## src/rtl/plen_gen_pkg.sv

```systemverilog
// Package: plen_gen_pkg
// Shared types and constants for the packet-length stimulus generator.
//   state_t      - run FSM states (IDLE, EMIT, GAP, DONE)
//   LFSR_TAPS    - Galois feedback mask for the 16-bit length LFSR
//   LFSR_DEFAULT - LFSR reset value, also substituted for a zero seed
package plen_gen_pkg;

  typedef enum logic [1:0] {
    IDLE = 2'd0,
    EMIT = 2'd1,
    GAP  = 2'd2,
    DONE = 2'd3
  } state_t;

  localparam logic [15:0] LFSR_TAPS    = 16'hB400;
  localparam logic [15:0] LFSR_DEFAULT = 16'hACE1;

endpackage

```

## src/rtl/plen_lfsr.sv

```systemverilog
// Module: plen_lfsr
// 16-bit right-shifting Galois LFSR used for pseudo-random packet lengths.
// Ports:
//   clk      in   clock
//   resetn   in   asynchronous active-low reset (value -> LFSR_DEFAULT)
//   load     in   load seed (zero seed is replaced by LFSR_DEFAULT)
//   advance  in   step the LFSR once
//   seed     in   16-bit seed
//   value    out  current LFSR state
module plen_lfsr
  import plen_gen_pkg::*;
(
  input  logic        clk,
  input  logic        resetn,
  input  logic        load,
  input  logic        advance,
  input  logic [15:0] seed,
  output logic [15:0] value
);

  always_ff @(posedge clk or negedge resetn) begin
    if (!resetn) begin
      value <= LFSR_DEFAULT;
    end else if (load) begin
      // An all-zero state would lock the LFSR, so zero is remapped.
      value <= (seed == 16'd0) ? LFSR_DEFAULT : seed;
    end else if (advance) begin
      value <= value[0] ? ((value >> 1) ^ LFSR_TAPS) : (value >> 1);
    end
  end

endmodule

```

## src/rtl/plen_generator.sv

```systemverilog
// Module: plen_generator
// Packet-length stimulus source. Emits cfg_count records on a valid/ready
// stream with lengths either swept over [len_lo,len_hi] or, when built with
// PLEN_GEN_LFSR_EN defined and cfg_random=1, drawn from an LFSR. Every Nth
// record can be flagged bad and idle gaps can follow each accepted record.
// Build option:
//   PLEN_GEN_LFSR_EN - adds the LFSR length mode (cfg_random/cfg_seed);
//                      without it the block is sweep-only.
// Ports:
//   clk, resetn            clock, asynchronous active-low reset
//   start, abort           run control pulses (abort wins over start)
//   cfg_*                  run configuration, latched on an accepted start
//   plen_tdata/tvalid/tuser/tready  record stream (tuser = bad packet)
//   busy                   run in progress (EMIT/GAP/DONE)
//   done                   one-cycle pulse on normal completion
//   sent_count             records accepted in the current/last run
module plen_generator
  import plen_gen_pkg::*;
#(
  parameter int LW = 16,
  parameter int CW = 32,
  parameter int GW = 16
) (
  input  logic          clk,
  input  logic          resetn,
  input  logic          start,
  input  logic          abort,
  input  logic [CW-1:0] cfg_count,
  input  logic [LW-1:0] cfg_len_lo,
  input  logic [LW-1:0] cfg_len_hi,
  input  logic [LW-1:0] cfg_step,
  input  logic          cfg_random,
  input  logic [15:0]   cfg_seed,
  input  logic [15:0]   cfg_bad_every,
  input  logic [GW-1:0] cfg_gap,
  output logic [LW-1:0] plen_tdata,
  output logic          plen_tvalid,
  output logic          plen_tuser,
  input  logic          plen_tready,
  output logic          busy,
  output logic          done,
  output logic [CW-1:0] sent_count
);

  state_t        state_q, state_d;
  logic [CW-1:0] count_q;
  logic [LW-1:0] lo_q, hi_q, step_q;
  logic [15:0]   bad_every_q, bad_cnt;
  logic [GW-1:0] gap_q, gap_cnt;
  logic [LW-1:0] cur_len;
  logic          start_acc, hs, last;

  // Next sweep length; the sum is formed one bit wider so it cannot wrap
  // before being compared against the upper bound.
  function automatic logic [LW-1:0] sweep_next(input logic [LW-1:0] cur,
                                               input logic [LW-1:0] lo,
                                               input logic [LW-1:0] hi,
                                               input logic [LW-1:0] step);
    logic [LW:0] sum;
    sum = {1'b0, cur} + {1'b0, step};
    if (step == '0 || lo >= hi)
      return lo;
    else if (sum > {1'b0, hi})
      return lo;
    else
      return sum[LW-1:0];
  endfunction

  assign start_acc   = start && !abort && (state_q == IDLE);
  assign plen_tvalid = (state_q == EMIT);
  assign hs          = plen_tvalid && plen_tready;
  assign last        = ((sent_count + CW'(1)) == count_q);
  assign plen_tuser  = plen_tvalid && (bad_every_q != 16'd0) && (bad_cnt == 16'd1);

  always_ff @(posedge clk or negedge resetn) begin
    if (!resetn) state_q <= IDLE;
    else         state_q <= state_d;
  end

  always_comb begin
    state_d = state_q;
    busy    = (state_q != IDLE);
    done    = (state_q == DONE);
    if (abort) begin
      state_d = IDLE;
    end else begin
      case (state_q)
        IDLE: if (start) state_d = (cfg_count == '0) ? DONE : EMIT;
        EMIT: if (plen_tready) begin
          if (last)             state_d = DONE;
          else if (gap_q != '0) state_d = GAP;
          else                  state_d = EMIT;
        end
        GAP:  if (gap_cnt <= GW'(1)) state_d = EMIT;
        DONE: state_d = IDLE;
        default: state_d = IDLE;
      endcase
    end
  end

  always_ff @(posedge clk or negedge resetn) begin
    if (!resetn) begin
      count_q     <= '0;
      lo_q        <= '0;
      hi_q        <= '0;
      step_q      <= '0;
      bad_every_q <= '0;
      bad_cnt     <= '0;
      gap_q       <= '0;
      gap_cnt     <= '0;
      cur_len     <= '0;
      sent_count  <= '0;
    end else if (start_acc) begin
      count_q     <= cfg_count;
      lo_q        <= cfg_len_lo;
      hi_q        <= cfg_len_hi;
      step_q      <= cfg_step;
      bad_every_q <= cfg_bad_every;
      bad_cnt     <= cfg_bad_every;
      gap_q       <= cfg_gap;
      gap_cnt     <= '0;
      cur_len     <= cfg_len_lo;
      sent_count  <= '0;
    end else if (!abort) begin
      if (hs) begin
        sent_count <= sent_count + CW'(1);
        cur_len    <= sweep_next(cur_len, lo_q, hi_q, step_q);
        gap_cnt    <= gap_q;
        // Down-counter hits 1 on every bad_every-th record, then reloads.
        if (bad_cnt == 16'd1)       bad_cnt <= bad_every_q;
        else if (bad_cnt != 16'd0)  bad_cnt <= bad_cnt - 16'd1;
      end else if (state_q == GAP) begin
        gap_cnt <= gap_cnt - GW'(1);
      end
    end
  end

`ifdef PLEN_GEN_LFSR_EN
  logic          random_q;
  logic [15:0]   lfsr_val;
  logic [LW:0]   span;
  logic [LW+16:0] product;
  logic [LW:0]   scaled;
  logic [LW:0]   lfsr_sum;
  logic [LW-1:0] lfsr_len;

  always_ff @(posedge clk or negedge resetn) begin
    if (!resetn)        random_q <= 1'b0;
    else if (start_acc) random_q <= cfg_random;
  end

  plen_lfsr u_lfsr (
    .clk     (clk),
    .resetn  (resetn),
    .load    (start_acc),
    .advance (hs),
    .seed    (cfg_seed),
    .value   (lfsr_val)
  );

  // Scale the LFSR value into [0,span) with a multiply-and-shift so no
  // divider is needed; the result always lands in [lo,hi].
  assign span     = {1'b0, hi_q} - {1'b0, lo_q} + (LW+1)'(1);
  assign product  = (LW+17)'(lfsr_val) * (LW+17)'(span);
  assign scaled   = (LW+1)'(product >> 16);
  assign lfsr_sum = {1'b0, lo_q} + scaled;
  assign lfsr_len = (lo_q > hi_q) ? lo_q : lfsr_sum[LW-1:0];

  assign plen_tdata = random_q ? lfsr_len : cur_len;
`else
  logic unused_cfg;
  assign unused_cfg = ^{cfg_random, cfg_seed};
  assign plen_tdata = cur_len;
`endif

endmodule

```

## config.mk

```make
export PLATFORM = sky130hd
export DESIGN_NAME = plen_generator
export DESIGN_NICKNAME = d
export VERILOG_FILES = /design/src/rtl/plen_gen_pkg.sv /design/src/rtl/plen_lfsr.sv /design/src/rtl/plen_generator.sv
export SDC_FILE = /design/constraint.sdc
export NUM_CORES = 1
export LEC_CHECK = 0
export BUFFER_PORTS_ARGS = -buffer_cell sky130_fd_sc_hd__clkbuf_2
export CORE_UTILIZATION = 53
export CTS_BUF_LIST = sky130_fd_sc_hd__clkbuf_4 sky130_fd_sc_hd__clkbuf_8
export CTS_CLUSTER_SIZE = 24
export DETAILED_ROUTE_END_ITERATION = 6
export PLACE_DENSITY = 0.79
export SLEW_MARGIN = 20
export SYNTH_ARGS = -nofsm -noshare
export SYNTH_HDL_FRONTEND = slang
export SYNTH_SLANG_ARGS = --single-unit
```

## constraint.sdc

```tcl
create_clock -name clk -period 5.13 [get_ports clk]
set_clock_uncertainty 0.05 [all_clocks]
set_input_delay 1.026 -clock clk [delete_from_list [all_inputs] [get_ports clk]]
set_output_delay 1.026 -clock clk [all_outputs]
set_load 0.1 [all_outputs]
```

==> reports/metrics.csv, run 1 <==
stage,metric,value,unit
place,RePlAce Congestion,0.900,
logic_synthesis,ranking of synthesized cells by area,"sky130_fd_sc_hd__dfrtp_1 42%, sky130_fd_sc_hd__nand2_1 13%, sky130_fd_sc_hd__ha_1 5.7%",
route,number of remaining DRC errors,0,
critical_path,slowest stage cell on the critical path,sky130_fd_sc_hd__fa_1,
clocking,setup repair bufs after CTS,0,
logic_synthesis,most frequent cells after synthesis,"402 x sky130_fd_sc_hd__nand2_1, 194 x sky130_fd_sc_hd__dfrtp_1, 92 x sky130_fd_sc_hd__o21ai_0",
critical_path,cell-by-cell trace of the critical path,ha_1 > fa_1 > a211o_1 > a21boi_0 > o31ai_1 > o211ai_1 > a21boi_0 > nor3_1 > nor2_1 > ha_1 > nand4_1 > nor4_1 > o31ai_1 > o2111ai_1 > a21oi_1 > o211ai_1 > buf_4 > nor4_1 > a311o_1,
critical_path,buffers and inverters on the worst path,1,
critical_path,kind of start point of the critical path,flop,
power,Max IR drop VDD,295,uV
logic_synthesis,Synth Register Bits,194,
clocking,Sinks on Clock Net,194,
critical_path,maximum fanout count along the critical path,9,
die,die area,22500,um^2
clocking,Max Buffers Root-to-Sink,2,
clocking,CTS tree,yes,
sta,worst hold-check slack,0.457,ns
clocking,Post-CTS Resized,0,
critical_path,kind of cell adding the most delay to the critical path,compound AO/OA/AOI/OAI gates,
logic_synthesis,average footprint of a synthesized cell,8.29,um^2
logic_synthesis,sequential cell area fraction in the yosys report,0.417,
global_route,GR Util All Layers,0.283,
layout,"Area growth, synth to finish",12.3,%
place,number of port buffers,168,
logic_synthesis,Cell variety after synth,72,
layout,net count of the finished layout,1719,
route,Pre-Repair DR Iteration Count,6,
route,Antenna Violating Nets Remaining,0,
power,pwr/cell area,560,nW/um^2
clocking,hold-fix buffer count after cts,0,
sta,Fin Setup TNS,0,ns
logic_synthesis,count of flip-flops with a built-in enable after synthesis,0,
sta,relative slew slack,0.326,
sta,RSZ-0062 raised after global routing,no,
route,Initial DRC Count,711,
power,LEAKAGE,6.16,nW
global_route,maximum number of pins on one net before global-route repair,101,
sta,number of hold violations in the final report,0,
global_route,overflow left after global routing,0,
sta,setup ws final,0.339,ns
power,power after layout,7.32,mW
logic_synthesis,Synthesized Nets,1592,
sta,Final Cycle Share,0.934,
sta,final-report max-slew violation count,0,
die,Placeable Area,21300,um^2
hold_path,Hold Path Class,reg2reg,
route,Routed wire per std cell,17.0,um
logic_synthesis,top cell type by total area after synthesis,sky130_fd_sc_hd__dfrtp_1,
die,Starting Density,0.546,
layout,share of post-route cells with drive strength above 1,0.156,
die,number of ports placed on the die boundary,186,
sta,maximum operating frequency,209,MHz
layout,antenna cells,0,
sta,Final setup viols,0,
route,routed vias/inst,5.90,
clocking,Root Buffer,sky130_fd_sc_hd__clkbuf_8,
global_route,via count of the first global-routing pass,10126,
global_route,global-route wire length before repair,50500,um
clocking,total clock buffers created by CTS,17,
outcome,status,finished clean,
critical_path,class of the most critical setup path,reg2reg,
clocking,clock-pin slew reported for the worst setup and hold paths after clock tree synthesis,0.11,ns
logic_synthesis,share of async-settable or async-resettable flops after synthesis,1.00,
place,worst setup slack after placement,0.442,ns
logic_synthesis,Yosys Warn Count,0,
route,wire length reported by the detailed router,31000,um
die,Core Rows,53,
logic_synthesis,synthesized instance count,1404,
logic_synthesis,most used standard cell by instance count after synthesis,sky130_fd_sc_hd__nand2_1,
sta,post-layout min period,4.79,ns
critical_path,Crit path arrival time,5.09,ns
logic_synthesis,Synth Cell Area,11600,um^2
die,Die Wd,150,um
place,number of cells in the design after placement,1787,
critical_path,endpoint class of the critical path,flop,
die,Die Height,150,um
logic_synthesis,portion of synthesized cell area occupied by the leading cell type,0.417,
layout,Final Instance Count excl. Fillers,1819,
place,HPWL after detailed placement,22100,um
run,Max-cap violations,0,
critical_path,CP required,5.43,ns
critical_path,delay of the slowest cell on the worst path,0.44,ns
clocking,clock latency of the later-clocked register in the worst-skew pair,0.48,ns
global_route,number of antenna violations at the first check in global routing,0,
sta,slew of the pin with the lowest slew margin,1.01,ns
logic_synthesis,most used flip-flop cell after synthesis,sky130_fd_sc_hd__dfrtp_1,
clocking,htree depth,4,
route,routed vias,10724,
kinds of logic (layout without fill, tap and decap cells):
group / after synthesis / count (layout) / share of synthesized area
mux: 21 / 21 / 0.0184
compound gates: 309 / 309 / 0.167
xor+xnor: 61 / 61 / 0.0459
flops: 194 / 194 / 0.417
fa+ha+maj: 54 / 54 / 0.0587
buf+inv: 106 / 246 / 0.0376
simple gates: 659 / 659 / 0.255
final timing paths:
path,cells after the start,end,slack (ns),startpoint
max in group asynchronous,2,gap_cnt[2],3.47,resetn
worst min register to register,2,count_q[7],0.46,count_q[7]
worst min-delay path,2,count_q[7],0.46,count_q[7]
worst max register to register,19,plen_tdata[14],0.34,step_q[0]
worst max-delay path,19,plen_tdata[14],0.34,step_q[0]
min in group asynchronous,1,count_q[21],0.55,resetn
stage by stage:
step                      instance area (um^2)   util
after detailed placement                 12700  0.594
after global placement                   12700  0.594
after floorplan                          11600      -
final                                    13100  0.614
after CTS                                13100  0.614
after global routing                     13100  0.614
area by class of cell:
class / instances / area (um^2)
fill: 1869 / 8220
multi-input combinational: 1104 / 6360
sequential: 194 / 4850
timing repair buffer: 183 / 975
tap: 275 / 344
clock buffer: 20 / 269
clock inverter: 12 / 140
inverter: 31 / 116
report_power, final:
part           switching (mW)  internal [mW]
clock network           0.578          0.476
registers               0.495           1.99
logic                    2.44           1.34
flip-flops by register name, indices dropped and copies added, names as in the netlist:
register / count
plen_tdata: 16
lo_q: 16
step_q: 16
gap_q: 16
sent_count: 32
hi_q: 16
state_q: 2
bad_every_q: 16
bad_cnt: 16
gap_cnt: 16
count_q: 32
layout by cell type (no fill, tap or decap), types with 6 or more instances in the layout:
| master | synthesis | layout |
|---|---|---|
| sky130_fd_sc_hd__nor2b_1 | 7 | 7 |
| sky130_fd_sc_hd__and3_1 | 6 | 6 |
| sky130_fd_sc_hd__a31oi_1 | 16 | 16 |
| sky130_fd_sc_hd__nor3_1 | 27 | 26 |
| sky130_fd_sc_hd__nor2_1 | 77 | 77 |
| sky130_fd_sc_hd__nand2b_1 | 9 | 9 |
| sky130_fd_sc_hd__a21oi_1 | 74 | 73 |
| sky130_fd_sc_hd__inv_6 | 0 | 7 |
| sky130_fd_sc_hd__o31ai_1 | 17 | 17 |
| sky130_fd_sc_hd__o22ai_1 | 6 | 6 |
| sky130_fd_sc_hd__nand3_1 | 27 | 27 |
| sky130_fd_sc_hd__nand4_1 | 21 | 21 |
| sky130_fd_sc_hd__o41ai_1 | 12 | 12 |
| sky130_fd_sc_hd__or4_1 | 6 | 6 |
| sky130_fd_sc_hd__dfrtp_1 | 194 | 194 |
| sky130_fd_sc_hd__a211oi_1 | 16 | 16 |
| sky130_fd_sc_hd__o311ai_0 | 7 | 7 |
| sky130_fd_sc_hd__xor2_1 | 19 | 19 |
| sky130_fd_sc_hd__mux2i_1 | 18 | 18 |
| sky130_fd_sc_hd__and2_1 | 6 | 6 |
| sky130_fd_sc_hd__o21ai_0 | 92 | 92 |
| sky130_fd_sc_hd__nand2_1 | 402 | 402 |
| sky130_fd_sc_hd__nor4_1 | 34 | 34 |
| sky130_fd_sc_hd__ha_1 | 53 | 53 |
| sky130_fd_sc_hd__clkbuf_2 | 0 | 167 |
| sky130_fd_sc_hd__o211ai_1 | 24 | 24 |
| sky130_fd_sc_hd__clkbuf_8 | 0 | 20 |
| sky130_fd_sc_hd__xnor2_1 | 42 | 42 |
| sky130_fd_sc_hd__inv_1 | 31 | 31 |
| sky130_fd_sc_hd__or3_1 | 12 | 11 |
| sky130_fd_sc_hd__o21a_1 | 7 | 7 |
| sky130_fd_sc_hd__buf_4 | 3 | 14 |
worst reg2reg max path: stages (launching register included):
cell	delay, ns
sky130_fd_sc_hd__dfrtp_1	0.42
sky130_fd_sc_hd__ha_1	0.23
sky130_fd_sc_hd__fa_1	0.44
sky130_fd_sc_hd__a211o_1	0.32
sky130_fd_sc_hd__a21boi_0	0.36
sky130_fd_sc_hd__o31ai_1	0.20
sky130_fd_sc_hd__o211ai_1	0.25
sky130_fd_sc_hd__a21boi_0	0.16
sky130_fd_sc_hd__nor3_1	0.22
sky130_fd_sc_hd__nor2_1	0.07
sky130_fd_sc_hd__ha_1	0.30
sky130_fd_sc_hd__nand4_1	0.13
sky130_fd_sc_hd__nor4_1	0.41
sky130_fd_sc_hd__o31ai_1	0.16
sky130_fd_sc_hd__o2111ai_1	0.13
sky130_fd_sc_hd__a21oi_1	0.10
sky130_fd_sc_hd__o211ai_1	0.12
sky130_fd_sc_hd__buf_4	0.24
sky130_fd_sc_hd__nor4_1	0.07
sky130_fd_sc_hd__a311o_1	0.31
routing by layer:
| metal | up-vias | wire, um | global-route usage |
|---|---|---|---|
| li1 | 5179 | - | - |
| met1 | 5089 | 14100 | 0.397 |
| met3 | 51 | 2080 | 0.0509 |
| met2 | 405 | 14400 | 0.447 |
| met5 | - | 0 | 0 |
| met4 | 0 | 457 | 0.0808 |
(Power assumes the default switching activity.)
==> inputs of run 2 (changes only) <==
--- a/config.mk
+++ b/config.mk
@@ -6,6 +6,7 @@
 export NUM_CORES = 1
 export LEC_CHECK = 0
 export BUFFER_PORTS_ARGS = -buffer_cell sky130_fd_sc_hd__clkbuf_2
+export CORE_MARGIN = 5
 export CORE_UTILIZATION = 53
 export CTS_BUF_LIST = sky130_fd_sc_hd__clkbuf_4 sky130_fd_sc_hd__clkbuf_8
 export CTS_CLUSTER_SIZE = 24
==> constraint.sdc (replaced) <==
create_clock -name clk -period 5.5 [get_ports clk]
set_clock_uncertainty 0.05 [all_clocks]
set_input_delay 1.1 -clock clk [delete_from_list [all_inputs] [get_ports clk]]
set_output_delay 1.1 -clock clk [all_outputs]
set_load 0.1 [all_outputs]
==> reports/metrics.csv, run 2 (synthesized netlist as in run 1, its figures left out) <==
stage,metric,value,unit,change
critical_path,Crit path arrival time,5.14,ns,+0.05 ns
sta,post-layout min period,4.86,ns,+0.0673 ns
clocking,Sinks on Clock Net,194,,unchanged
hold_path,worst hold endpoint,count_q[19],,
sta,number of hold violations in the final report,0,,unchanged
clocking,clock-pin slew reported for the worst setup and hold paths after clock tree synthesis,0.11,ns,about the same
sta,relative slew slack,0.372,,+0.0464
place,number of cells in the design after placement,1788,,+0.056%
clocking,Post-CTS Resized,0,,unchanged
critical_path,worst reg2reg path endpoint,plen_tdata[14],,
place,HPWL after detailed placement,22600,um,+2.3%
outcome,status,finished clean,,
die,Die Height,158,um,+5.3%
sta,Final setup viols,0,,unchanged
clocking,CTS tree,yes,,
power,LEAKAGE,6.13,nW,-0.44%
critical_path,cell-by-cell trace of the critical path,ha_1 > fa_1 > a211o_1 > a21boi_0 > o31ai_1 > o211ai_1 > a21boi_0 > nor3_1 > nor2_1 > ha_1 > nand4_1 > nor4_1 > o31ai_1 > o2111ai_1 > a21oi_1 > o211ai_1 > buf_4 > buf_4 > nor4_1 > a311o_1,,
global_route,maximum number of pins on one net before global-route repair,176,,+74%
route,Pre-Repair DR Iteration Count,5,,-1
clocking,clock latency of the later-clocked register in the worst-skew pair,0.46,ns,-0.02 ns
clocking,hold-fix buffer count after cts,0,,unchanged
route,Routed wire per std cell,17.3,um,+1.6%
clocking,setup repair bufs after CTS,0,,unchanged
critical_path,slowest stage cell on the critical path,sky130_fd_sc_hd__fa_1,,
layout,"Area growth, synth to finish",12.1,%,
global_route,overflow left after global routing,0,,unchanged
power,Max IR drop VDD,297,uV,+0.81%
critical_path,kind of start point of the critical path,flop,,
place,number of port buffers,168,,unchanged
layout,net count of the finished layout,1721,,+0.12%
global_route,number of antenna violations at the first check in global routing,1,,+1
die,Starting Density,0.536,,-0.0101
clocking,Root Buffer,sky130_fd_sc_hd__clkbuf_8,,
layout,share of post-route cells with drive strength above 1,0.157,,+0.000648
critical_path,worst reg2reg setup slack,0.64,ns,+0.30 ns
critical_path,reg-to-reg critical path startpoint,plen_tdata[0],,
die,Placeable Area,21700,um^2,+1.9%
clocking,Max Buffers Root-to-Sink,2,,unchanged
hold_path,Hold Path Class,reg2reg,,
layout,Final Instance Count excl. Fillers,1824,,+0.27%
run,Max-cap violations,0,,unchanged
global_route,global-route wire length before repair,51200,um,+1.3%
critical_path,class of the most critical setup path,reg2reg,,
power,Net Sw Power,3.28,mW,-6.5%
route,wire length reported by the detailed router,31600,um,+1.9%
place,RePlAce Congestion,0.908,,+0.89%
power,fraction of power spent switching nets,0.480,,about the same
route,routed vias/inst,5.93,,+0.65%
power,sequential group share of total power,0.338,,about the same
die,Core Rows,54,,+1.9%
die,Die Wd,158,um,+5.3%
clocking,total clock buffers created by CTS,17,,unchanged
layout,antenna cells,0,,unchanged
power,design internal power,3.56,mW,-6.4%
layout,"leading cell types in the layout, fill and taps excluded","402 x sky130_fd_sc_hd__nand2_1, 194 x sky130_fd_sc_hd__dfrtp_1, 167 x sky130_fd_sc_hd__clkbuf_2",,
die,number of ports placed on the die boundary,186,,unchanged
critical_path,delay of the slowest cell on the worst path,0.43,ns,about the same
sta,maximum operating frequency,206,MHz,-1.4%
critical_path,FF-to-FF path depth,20,,+1
sta,RSZ-0062 raised after global routing,no,,
hold_path,startpoint of the most critical hold path,count_q[19],,
critical_path,CP required,5.78,ns,+0.35 ns
critical_path,endpoint class of the critical path,flop,,
power,power share of the clock group,0.132,,-0.012
layout,most frequent standard cell in the layout excluding fill and tap cells,sky130_fd_sc_hd__nand2_1,,
route,number of remaining DRC errors,0,,unchanged
die,die area,25000,um^2,+11%
route,routed vias,10823,,+0.92%
sta,Final Cycle Share,0.883,,-0.0506
global_route,via count of the first global-routing pass,10307,,+1.8%
layout,largest registers ranked by flip-flop count,"count_q: 32 flops, sent_count: 32 flops",,
critical_path,maximum fanout count along the critical path,6,,-3
global_route,GR Util All Layers,0.251,,-0.0317
sta,slew of the pin with the lowest slew margin,0.939,ns,-0.0694 ns
hold_path,worst hold path depth,2,,unchanged
sta,Fin Setup TNS,0,ns,unchanged
route,Antenna Violating Nets Remaining,0,,unchanged
route,Initial DRC Count,861,,+21%
clocking,htree depth,4,,unchanged
sta,final-report max-slew violation count,0,,unchanged
power,combinational share of power,0.530,,+0.013
power,pwr/cell area,525,nW/um^2,-6.3%
[run 2: changes by cell type in the layout (fill, tap and decap cells not counted), sizes merged]
| cell | before | now |
|---|---|---|
| buf | 15 | 17 |
| bufinv | 2 | 1 |
| inv | 38 | 34 |
| clkinvlp | 0 | 3 |
[run 2: stage by stage]
step | hold slack [ns] | area (um^2) | power [mW] | util | setup slack (ns)
4_1_cts | 0.461 | 13000 | 6.74 | 0.599 | 0.431
6_report | 0.459 | 13000 | 6.84 | 0.601 | 0.642
5_1_grt | 0.482 | 13000 | 7.36 | 0.601 | 0.263
2_1_floorplan | 0.414 | 11600 | 4.98 | - | 0.697
3_3_place_gp | 0.430 | 12600 | 5.70 | 0.582 | 0.584
3_5_place_dp | 0.433 | 12600 | 5.82 | 0.582 | 0.473
[run 2: worst max-delay path by stage]
stage                       start              to  slack, ns  depth (start not counted)
floorplan           plen_tdata[0]  plen_tdata[10]       0.70                         20
global placement    plen_tdata[0]   plen_tdata[3]       0.58                         19
detailed placement  plen_tdata[0]   plen_tdata[3]       0.47                         19
CTS                 plen_tdata[0]  plen_tdata[13]       0.43                         19
global route        plen_tdata[0]   plen_tdata[3]       0.26                         20
finish              plen_tdata[0]  plen_tdata[14]       0.64                         20
[run 2: final cells by class]
cell class | instances | area [um^2]
Clock buffer | 20 | 263
Clock inverter | 10 | 101
Fill cell | 1936 | 8650
Inverter | 31 | 116
Multi-Input combinational cell | 1104 | 6370
Sequential cell | 194 | 4850
Tap cell | 280 | 350
Timing Repair Buffer | 185 | 990
[run 2: power groups by stage]
stage          Sequential [mW]  Clock (mW)  Combinational (mW)
6_report                  2.31       0.902                3.63
5_1_grt                   2.38       0.977                4.00
4_1_cts                   2.31       0.918                3.52
3_5_place_dp              2.33           0                3.49
3_3_place_gp              2.31           0                3.40
2_1_floorplan             2.81           0                2.17
[run 2: per-layer routing]
metal | routed length, um | track usage
met5 | 13 | 0
met4 | 625 | 0.0760
met3 | 2580 | 0.0440
met2 | 14600 | 0.401
met1 | 13700 | 0.353
[run 2: worst max-delay path: cells and delay by family, from the launching register on]
kind / cells / cell delay (ns)
AOI/OAI and AO/OA: 10 / 2.11
adders and majority gates: 3 / 0.98
DFF: 1 / 0.42
and+or+nand+nor: 5 / 0.82
buffers and inverters: 2 / 0.34
